===== config.mk =====
export PLATFORM = sky130hd
export DESIGN_NAME = axi_read_prefetch
export DESIGN_NICKNAME = d
export VERILOG_FILES = /design/src/rtl/axi_read_prefetch_pkg.sv /design/src/rtl/axi_read_prefetch_sync_fifo.sv /design/src/rtl/axi_read_prefetch.sv
export SDC_FILE = /design/constraint.sdc
export NUM_CORES = 1
export LEC_CHECK = 0
export ABC_AREA = 1
export BUFFER_PORTS_ARGS = -buffer_cell sky130_fd_sc_hd__buf_4
export CAP_MARGIN = 0
export CELL_PAD_IN_SITES_DETAIL_PLACEMENT = 1
export CELL_PAD_IN_SITES_GLOBAL_PLACEMENT = 1
export CORE_MARGIN = 3
export CORE_UTILIZATION = 47
export CTS_BUF_LIST = sky130_fd_sc_hd__clkbuf_16
export CTS_CLUSTER_SIZE = 20
export DETAILED_ROUTE_END_ITERATION = 8
export MAX_ROUTING_LAYER = met4
export PLACE_DENSITY_LB_ADDON = 0.1
export SYNTH_ARGS = -nofsm -noshare
export SYNTH_HDL_FRONTEND = slang
export SYNTH_HIERARCHICAL = 1
export SYNTH_SLANG_ARGS = --single-unit
export TNS_END_PERCENT = 100

===== constraint.sdc =====
create_clock -name clk -period 6.45 [get_ports clk]
set_input_delay 1.6125 -clock clk [delete_from_list [all_inputs] [get_ports clk]]
set_output_delay 1.6125 -clock clk [all_outputs]
set_load 0.02 [all_outputs]

===== src/rtl/axi_read_prefetch_pkg.sv =====
// Shared types and constants for the AXI read prefetch scheduler.
package axi_read_prefetch_pkg;

    typedef enum logic [2:0] {
        Idle      = 3'd0,
        WaitSpace = 3'd1,
        Issue     = 3'd2,
        WaitDone  = 3'd3,
        Finish    = 3'd4
    } PrefetchState_t;

    localparam int unsigned BYTES_PER_WORD = 32'd4;

    function automatic logic [31:0] min_len(input logic [31:0] a, input logic [31:0] b);
        return (a < b) ? a : b;
    endfunction

endpackage


===== src/rtl/axi_read_prefetch_sync_fifo.sv =====
// Synchronous first-word fall-through FIFO; a pop frees a slot for a push in the same cycle.
module sync_fifo
    import axi_read_prefetch_pkg::*;
#(
    parameter int DATA_W = 32,
    parameter int DEPTH  = 16
) (
    input  logic                         clk,
    input  logic                         rst,
    input  logic                         push,
    input  logic [DATA_W-1:0]            din,
    input  logic                         pop,
    output logic [DATA_W-1:0]            dout,
    output logic [$clog2(DEPTH+1)-1:0]   count,
    output logic                         full,
    output logic                         empty
);

    localparam int PTR_W = (DEPTH > 1) ? $clog2(DEPTH) : 1;
    localparam int CNT_W = $clog2(DEPTH+1);

    logic [DATA_W-1:0] mem_r [DEPTH];
    logic [PTR_W-1:0]  wr_ptr_r;
    logic [PTR_W-1:0]  rd_ptr_r;
    logic [CNT_W-1:0]  count_r;
    logic              push_ok_s;
    logic              pop_ok_s;

    // Accept/ignore decisions: push into a full FIFO only succeeds alongside a pop.
    always_comb begin
        pop_ok_s  = pop && (count_r != {CNT_W{1'b0}});
        push_ok_s = push && ((count_r != CNT_W'(DEPTH)) || pop_ok_s);
    end

    // Pointers and occupancy; pointers wrap naturally because DEPTH is a power of two.
    always_ff @(posedge clk) begin
        if (rst) begin
            wr_ptr_r <= {PTR_W{1'b0}};
            rd_ptr_r <= {PTR_W{1'b0}};
            count_r  <= {CNT_W{1'b0}};
        end else begin
            if (push_ok_s) begin
                wr_ptr_r <= wr_ptr_r + PTR_W'(1'b1);
            end
            if (pop_ok_s) begin
                rd_ptr_r <= rd_ptr_r + PTR_W'(1'b1);
            end
            if (push_ok_s && !pop_ok_s) begin
                count_r <= count_r + CNT_W'(1'b1);
            end else if (!push_ok_s && pop_ok_s) begin
                count_r <= count_r - CNT_W'(1'b1);
            end else begin
                count_r <= count_r;
            end
        end
    end

    // Storage array; contents are don't-care until written.
    always_ff @(posedge clk) begin
        if (push_ok_s) begin
            mem_r[wr_ptr_r] <= din;
        end
    end

    assign dout  = mem_r[rd_ptr_r];
    assign count = count_r;
    assign full  = (count_r == CNT_W'(DEPTH));
    assign empty = (count_r == {CNT_W{1'b0}});

endmodule


===== src/rtl/axi_read_prefetch.sv =====
// Chunked command scheduler for the single-beat AXI read engine with a FWFT output buffer.
// Optional WAIT_DONE watchdog and timeout_err port enabled by AXI_READ_PREFETCH_TIMEOUT_EN.
module axi_read_prefetch #(
    parameter int DATA_W         = 32,
    parameter int ADDR_W         = 32,
    parameter int DEPTH          = 16,
    parameter int CHUNK_WORDS    = 4,
    parameter int TIMEOUT_CYCLES = 1024
) (
    input  logic              clk,
    input  logic              rst,
    input  logic              start,
    input  logic [ADDR_W-1:0] base_addr,
    input  logic [31:0]       total_words,
    output logic              busy,
    output logic [ADDR_W-1:0] rd_addr_out,
    output logic [31:0]       rd_len_out,
    output logic              rd_en_out,
    input  logic [DATA_W-1:0] rd_data_in,
    input  logic              rd_dval_in,
    input  logic              rd_done_in,
    output logic [DATA_W-1:0] m_data,
    output logic              m_valid,
    input  logic              m_ready,
    output logic              xfer_done,
    output logic              overflow
`ifdef AXI_READ_PREFETCH_TIMEOUT_EN
    ,
    output logic              timeout_err
`endif
);

    import axi_read_prefetch_pkg::*;

    localparam int CNT_W = $clog2(DEPTH+1);

    if (((DEPTH & (DEPTH - 1)) != 0) || (DEPTH < CHUNK_WORDS) || (CHUNK_WORDS < 1) ||
        (TIMEOUT_CYCLES < 1) || (TIMEOUT_CYCLES > 65535)) begin : g_bad_cfg
        $error("axi_read_prefetch: unsupported parameter combination");
    end

    PrefetchState_t    state_r;
    logic [31:0]       remaining_r;
    logic [ADDR_W-1:0] next_addr_r;
    logic [ADDR_W-1:0] rd_addr_r;
    logic [31:0]       rd_len_r;
    logic              rd_en_r;
    logic              busy_r;
    logic              xfer_done_r;
    logic              overflow_r;
    logic [31:0]       chunk_len_s;
    logic              space_ok_s;
    logic              pop_s;
    logic [CNT_W-1:0]  fifo_count_s;
    logic              fifo_full_s;
    logic              fifo_empty_s;
`ifdef AXI_READ_PREFETCH_TIMEOUT_EN
    logic [15:0]       wd_cnt_r;
    logic              timeout_err_r;
`endif

    sync_fifo #(
        .DATA_W (DATA_W),
        .DEPTH  (DEPTH)
    ) u_fifo (
        .clk   (clk),
        .rst   (rst),
        .push  (rd_dval_in),
        .din   (rd_data_in),
        .pop   (pop_s),
        .dout  (m_data),
        .count (fifo_count_s),
        .full  (fifo_full_s),
        .empty (fifo_empty_s)
    );

    // Next chunk size and whether the buffer can absorb all of it without stalling the engine.
    always_comb begin
        chunk_len_s = min_len(remaining_r, 32'(CHUNK_WORDS));
        space_ok_s  = ((32'(DEPTH) - 32'(fifo_count_s)) >= chunk_len_s);
        pop_s       = !fifo_empty_s && m_ready;
    end

    // Transfer sequencing; rd_en_r is raised on entry to Issue so it is high for that cycle only.
    always_ff @(posedge clk) begin
        if (rst) begin
            state_r     <= Idle;
            remaining_r <= 32'd0;
            next_addr_r <= {ADDR_W{1'b0}};
            rd_addr_r   <= {ADDR_W{1'b0}};
            rd_len_r    <= 32'd0;
            rd_en_r     <= 1'b0;
            busy_r      <= 1'b0;
            xfer_done_r <= 1'b0;
`ifdef AXI_READ_PREFETCH_TIMEOUT_EN
            wd_cnt_r      <= 16'd0;
            timeout_err_r <= 1'b0;
`endif
        end else begin
            rd_en_r     <= 1'b0;
            xfer_done_r <= 1'b0;
            case (state_r)
                Idle: begin
                    if (start) begin
                        remaining_r <= total_words;
                        next_addr_r <= base_addr;
                        busy_r      <= 1'b1;
                        state_r     <= (total_words == 32'd0) ? Finish : WaitSpace;
                    end
                end
                WaitSpace: begin
                    if (space_ok_s) begin
                        rd_en_r   <= 1'b1;
                        rd_addr_r <= next_addr_r;
                        rd_len_r  <= chunk_len_s;
                        state_r   <= Issue;
                    end
                end
                Issue: begin
                    remaining_r <= remaining_r - rd_len_r;
                    next_addr_r <= next_addr_r + ADDR_W'(rd_len_r * BYTES_PER_WORD);
                    state_r     <= WaitDone;
`ifdef AXI_READ_PREFETCH_TIMEOUT_EN
                    wd_cnt_r    <= 16'd0;
`endif
                end
                WaitDone: begin
                    if (rd_done_in) begin
                        state_r <= (remaining_r != 32'd0) ? WaitSpace : Finish;
`ifdef AXI_READ_PREFETCH_TIMEOUT_EN
                    end else if (wd_cnt_r == 16'(TIMEOUT_CYCLES - 1)) begin
                        timeout_err_r <= 1'b1;
                        busy_r        <= 1'b0;
                        state_r       <= Idle;
                    end else begin
                        wd_cnt_r <= wd_cnt_r + 16'd1;
`endif
                    end
                end
                Finish: begin
                    if (fifo_empty_s && !rd_dval_in) begin
                        xfer_done_r <= 1'b1;
                        busy_r      <= 1'b0;
                        state_r     <= Idle;
                    end
                end
                default: begin
                    state_r <= Idle;
                end
            endcase
        end
    end

    // Sticky drop flag: a word arrived with the buffer full and nothing leaving.
    always_ff @(posedge clk) begin
        if (rst) begin
            overflow_r <= 1'b0;
        end else if (rd_dval_in && fifo_full_s && !pop_s) begin
            overflow_r <= 1'b1;
        end
    end

    assign busy        = busy_r;
    assign rd_addr_out = rd_addr_r;
    assign rd_len_out  = rd_len_r;
    assign rd_en_out   = rd_en_r;
    assign xfer_done   = xfer_done_r;
    assign overflow    = overflow_r;
    assign m_valid     = !fifo_empty_s;
`ifdef AXI_READ_PREFETCH_TIMEOUT_EN
    assign timeout_err = timeout_err_r;
`endif

endmodule


== After elaboration in Yosys (flattened, before gate mapping) ==
Memories as Yosys holds them, arrays and structs flattened. A register that Yosys moved wholly into a read port is not among the register bits.
Cells that the tools add are included.
Cells by class
  $add $sub $neg: 7
  $lt $le $gt $ge: 2
  equal/unequal tests: 10
  mux-type cells: 23
  bitwise gates (word level): 2
  reductions and logical operators: 28
Operators with widths (count)
  $pmux 32 s2: 2
  $mux 32: 3
  $add 32x32->32: 1
  $ge 32x32->1: 1
  $logic_not 32->1: 1
  $lt 32x3->1 const B: 1
  $reduce_bool 32->1: 1
  $sub 32x32->32: 1
  $mux 3: 6
  $pmux 3 s5: 1
  $mux 5: 2
  $add 4x1->4 const B: 2
  $logic_and 1x1->1: 8
  $mux 4: 2
  $ne 2x2->1 const B: 4
  $eq 3x2->1 const B: 2
  $mux 1: 6
  $reduce_bool 2->1: 3
  $sub 5x5->6 const A: 1
  $add 5x1->5 const B: 1
  $eq 5x5->1 const B: 1
  $logic_not 1->1: 5
  $logic_not 5->1: 1
  $ne 5x5->1 const B: 1
  other kinds (12): 15
Word-level totals
  register bits: 148
  bits in writable memories: 512
  input port bits: 102
  logic and storage cells: 85
  memories: 1
Memory list
  u_fifo.mem_r: depth 16, width 32, read ports 1, clocked after Yosys merged registers in 1, write ports 1, line axi_read_prefetch_sync_fifo.sv:22  | logic [DATA_W-1:0] mem_r [DEPTH];

== Logic depth before layout (Yosys ltp) ==
  word-level depth: 10
  gate-level depth with buffers: 26
  depth with buffers taken out: 25

== Cells and area by module ==
Netlist, hierarchy kept.
By module, submodules not included
  sync_fifo: instances 1, cells each 1918, area an instance 21738.3 µm²
  axi_read_prefetch: instances 1, cells each 1870, area an instance 11043.1 µm²

== Worst setup path after synthesis ==
No wires, ideal clock.
  path type: input port to flip-flop
  start point: in m_ready
  end point: mem u_fifo.mem_r[2][0] (enable)
  library setup time: 461 ps
  data arrival time: 4562 ps
  required time: 5989 ps
  slack: 1427 ps
  cell stages on the path: 7
  buffers on the path: 1
  path through: inv_1 -> nor2_1 -> inv_1 -> nand4_1 -> nand2_1 -> buf_2 -> nor3_1
On the way
  cells in the longest elaborated chain, start to end: 6
Ends and longest elaborated chain
  start: declaration: line axi_read_prefetch.sv:24  | input logic m_ready,
  $logic_and 1x1->1: line axi_read_prefetch.sv:81  | pop_s = !fifo_empty_s && m_ready;
  net pop_s: line axi_read_prefetch.sv:53  | logic pop_s;
  $logic_and 1x1->1: line axi_read_prefetch_sync_fifo.sv:31  | pop_ok_s = pop && (count_r != {CNT_W{1'b0}});
  $logic_or 1x1->1: line axi_read_prefetch_sync_fifo.sv:32  | push_ok_s = push && ((count_r != CNT_W'(DEPTH)) || pop_ok_s);
  $logic_and 1x1->1: line axi_read_prefetch_sync_fifo.sv:32
  $mux 1: line axi_read_prefetch_sync_fifo.sv:60  | if (push_ok_s) begin
  $mux 1 (implied by the code): line axi_read_prefetch_sync_fifo.sv:61  | mem_r[wr_ptr_r] <= din;
  end: declaration: line axi_read_prefetch_sync_fifo.sv:22
The timed path passes the listed nets, and every way through them passes these cells.

==> results.txt <==
The worst hold path endpoint was next_addr_r[0]$_SDFFE_PP0P_. Once detailed placement completed, the half-perimeter wirelength came to 64900 microns. Once detail routing completed, the nets flagged for antenna violations numbered 0.

The logs give 0.0328 sq mm for the cell area after synthesis and 0.0163 uW for the reported leakage power. The top cell types in the final layout, fill and taps aside, are 1166 x sky130_fd_sc_hd__nand2_1, 512 x sky130_fd_sc_hd__edfxtp_1, 452 x sky130_fd_sc_hd__inv_1. At the pin with the least slew margin, the transition time is 1.16 ns. The worst setup path is of the register to output pin kind. On the worst path, the slowest cell contributes a delay of 0.67 ns. The clock buffer count from CTS is 74, and the post-CTS setup-driven buffer insertion count is 0. The largest buffer count on any clock path is 3, and the achievable frequency is 194 MHz.

The flow ran to the end, and the final reports show no timing, DRC or antenna violations. The run gives 0 as the number of failing hold endpoints at the final stage. The startpoint of the worst hold path is next_addr_r[0]$_SDFFE_PP0P_.

The number of cells on the worst hold path is 2, and the overall die area is 0.0730 sq mm. The buffers plus inverters on the worst setup path is 3, and the global-route wire length before repair is 160000 microns. The initial standard-cell utilization of the core was 0.476. The run gives 228 as the pin count of the biggest net entering global routing.

Across the run, the number of max-cap violations was 0. The clock reaches the later pin of the worst-skew pair after 0.62 ns. The worst register-to-register path ends at rd_addr_out[9]$_SDFFE_PP0P_. For the max-slew violation count, the log shows 0.

Prevailing post-synth register cell: sky130_fd_sc_hd__edfxtp_1. The total overflow left after global routing is 0. In this run the standard cell core region covers 0.0688 sq mm. The area growth from synthesis to layout is 14.6%. The run gives 0 as the hold buffer count at CTS. In the routed layout, each cell is associated on average with a via count of 5.37.

The synthesized instance count was 3788. The die is 270 microns tall. The run gives 0.229 as the remaining max-slew budget at the tightest pin. In this run, synthesis produced a sequential element count of 664. The fraction of registers with async set or reset after synthesis was 0; the total wire length after detailed routing was 105000 microns. Required time reported for the critical path endpoint: 4.84 ns. Across all hold checks on the routed design, the worst slack comes to 0.473 ns.

During placement, the flow inserted port buffers numbering 202. For the worst path arrival time, the log shows 3.53 ns. Launching point of the worst reg2reg path: remaining_r[18]$_SDFFE_PP0P_.

Power density normalized to cell area: 428 mW/mm^2. In this run the register-to-register setup slack is 2.62 ns. The worst-path maximum fanout was 227. After clock tree synthesis, the clock-pin slew on the worst setup and hold paths is 0.06 ns. The initial antenna violation count came out at 2. Leaving out fill and tap cells, the most frequent cell in the layout is sky130_fd_sc_hd__nand2_1. The DRC violation total after the first TritonRoute iteration is 2000. The routed design could run at a clock period as short as 5.14 ns. The number of cells on the worst reg-to-reg path works out to 23.

IR analysis of the VDD net gives a maximum drop of 0.233 mV. Setup repair after global routing left no endpoint under its margin. The tree built by TritonCTS fans out to 664 sinks. For this run, the post-layout net count is 4178. The H-tree depth is 3, and the global placement routability congestion is 0.892. Sequential fraction of the synthesis area: 0.562. In the post-route analysis, the smallest setup slack over all paths is 1.31 ns.

For the number of top-level pins, the log shows 203. The number of different library cells used by synthesis comes to 44. STA classifies the critical path endpoint as an output pin. Traced cell by cell, the critical path runs through buf_12, buf_4, nand2_1, nand2_1, nand2_1, nand3_1, nand3_1, nand2_1, buf_4. The path class of the tightest hold or removal check is register to register. TritonCTS built the clock tree. The count of vias placed by the detailed router was 26.7k; the average cell area after synthesis was 8.65 sq um.

In the final routed layout, each cell accounts on average for 21.1 microns. The category of cells accounting for the largest share of critical-path delay is buffers and inverters. The tools report the setup total negative slack as 0 ns. Across the routed clock network, the largest skew measured is 0.0217 ns. After filler insertion, the fill cell instance count of the layout stands at 8073. The fraction of final layout cells with drive strength greater than 1 was 0.0945.

The worst setup path is launched from a register. Cell chosen for the clock root: sky130_fd_sc_hd__clkbuf_16. The total routing usage reported by global routing was 0.292; the setup slack after placement was 1.86 ns.

The synthesized design contains 512 enable-type register cells. The number of setup violations in the final report is 0, and the overall power after layout is 16100 uW. The die is 270 microns wide. In this run, post-CTS repair resized a total of 0 instances.

Among all stages on the critical path, the largest delay is contributed by sky130_fd_sc_hd__buf_12. Cell occurring most often along the worst timing path: sky130_fd_sc_hd__nand2_1. The final cycle utilization of the critical path is 0.797, and the standard-cell row count is 96. For this run, design rule violations remaining after detail routing come to 0.

The tools report the detailed-router iteration count before antenna repair as 5. During synthesis, Yosys emitted a total of 6 warnings. For the via count of the first global-routing pass, the log shows 27.6k.
sequential cells by signal, summed over array words and instances, names as in the netlist, named ones only:
signal	count
overflow	1
rd_addr_out	32
remaining_r	32
u_fifo/count	5
rd_en_out	1
busy	1
rd_len_out	32
u_fifo/wr_ptr_r	4
u_fifo/mem_r	512
state_r	3
next_addr_r	32
xfer_done	1
u_fifo/rd_ptr_r	4
tightest hold or removal path: stages, from the launching register on:
cell and delay, ns:
sky130_fd_sc_hd__dfxtp_1 0.29, sky130_fd_sc_hd__inv_1 0.07, sky130_fd_sc_hd__a211oi_1 0.06
synth_stat cells, types with 24 or more instances:
master | n | area [sq um]
sky130_fd_sc_hd__o21ai_1 | 24 | 120
sky130_fd_sc_hd__clkbuf_1 | 62 | 233
sky130_fd_sc_hd__buf_2 | 71 | 355
sky130_fd_sc_hd__a21oi_1 | 124 | 621
sky130_fd_sc_hd__nand2_1 | 1166 | 4380
sky130_fd_sc_hd__o21ai_0 | 136 | 681
sky130_fd_sc_hd__nand3b_1 | 33 | 248
sky130_fd_sc_hd__xor2_1 | 24 | 210
sky130_fd_sc_hd__inv_1 | 430 | 1610
sky130_fd_sc_hd__ha_1 | 102 | 1280
sky130_fd_sc_hd__nor3_1 | 48 | 240
sky130_fd_sc_hd__dfxtp_1 | 152 | 3040
sky130_fd_sc_hd__o211ai_1 | 45 | 338
sky130_fd_sc_hd__edfxtp_1 | 512 | 15400
sky130_fd_sc_hd__nor2_1 | 407 | 1530
sky130_fd_sc_hd__nand3_1 | 332 | 1660
worst max-delay path by stage:
stage | from | end | slack (ns) | depth (start not counted)
2_1_floorplan | m_ready | u_fifo/mem_r[2][0]$_DFFE_PP_ | 1.43 | 7
3_3_place_gp | register | m_data[6] | 2.02 | 9
3_5_place_dp | register | m_data[6] | 1.86 | 9
4_1_cts | register | m_data[6] | 1.17 | 9
5_1_grt | register | m_data[6] | 1.03 | 9
6_report | register | m_data[6] | 1.31 | 9
per-layer routing:
layer	track usage	vias up	wire, microns	part of all wire
li1	-	12700	-	-
met1	0.367	13000	45200	0.43
met2	0.486	726	50500	0.48
met3	0.0413	192	5350	0.051
met4	0.103	0	3500	0.033
met5	-	-	0	0
final cells by class:
class / count / area [sq um] / share of cell area
diodes: 2 / 5.00 / 0.000133
clock buffers: 76 / 1900 / 0.0506
clock inverters: 60 / 440 / 0.0117
inverters: 439 / 1660 / 0.0442
multi-input cells: 2553 / 12200 / 0.324
flip-flops and latches: 664 / 18400 / 0.491
well taps: 931 / 1160 / 0.0310
repair buffers: 239 / 1810 / 0.0481
kinds of logic after synthesis:
| family | count (synthesis) | share of synthesized area |
|---|---|---|
| adder cells (fa/ha/maj) | 105 | 0.0408 |
| flip-flops | 664 | 0.562 |
| AO/OA/AOI/OAI | 370 | 0.0629 |
| XOR/XNOR | 30 | 0.00802 |
| AND/OR/NAND/NOR | 2019 | 0.253 |
| other | 1 | 0.000114 |
| buffers and inverters | 599 | 0.0733 |
per-stage QoR:
| stage | instances | cell area (sq um) | utilization |
|---|---|---|---|
| 6_report | 4964 | 37600 | 0.546 |
| 5_1_grt | 4964 | 37600 | 0.546 |
| 4_1_cts | 4962 | 37600 | 0.546 |
| 3_5_place_dp | 4826 | 35200 | 0.512 |
| 3_3_place_gp | 4826 | 35200 | 0.512 |
| 2_1_floorplan | 3816 | 32900 | - |
power breakdown:
| group | switching (uW) | total [uW] | internal [uW] | leakage, uW |
|---|---|---|---|---|
| Combinational | 4630 | 6780 | 2150 | 0.00917 |
| Sequential | 299 | 5230 | 4930 | 0.00587 |
| Clock | 1730 | 4080 | 2340 | 0.00123 |
| Total | 6660 | 16100 | 9420 | 0.0163 |
Power figures use the tool's default switching activity.
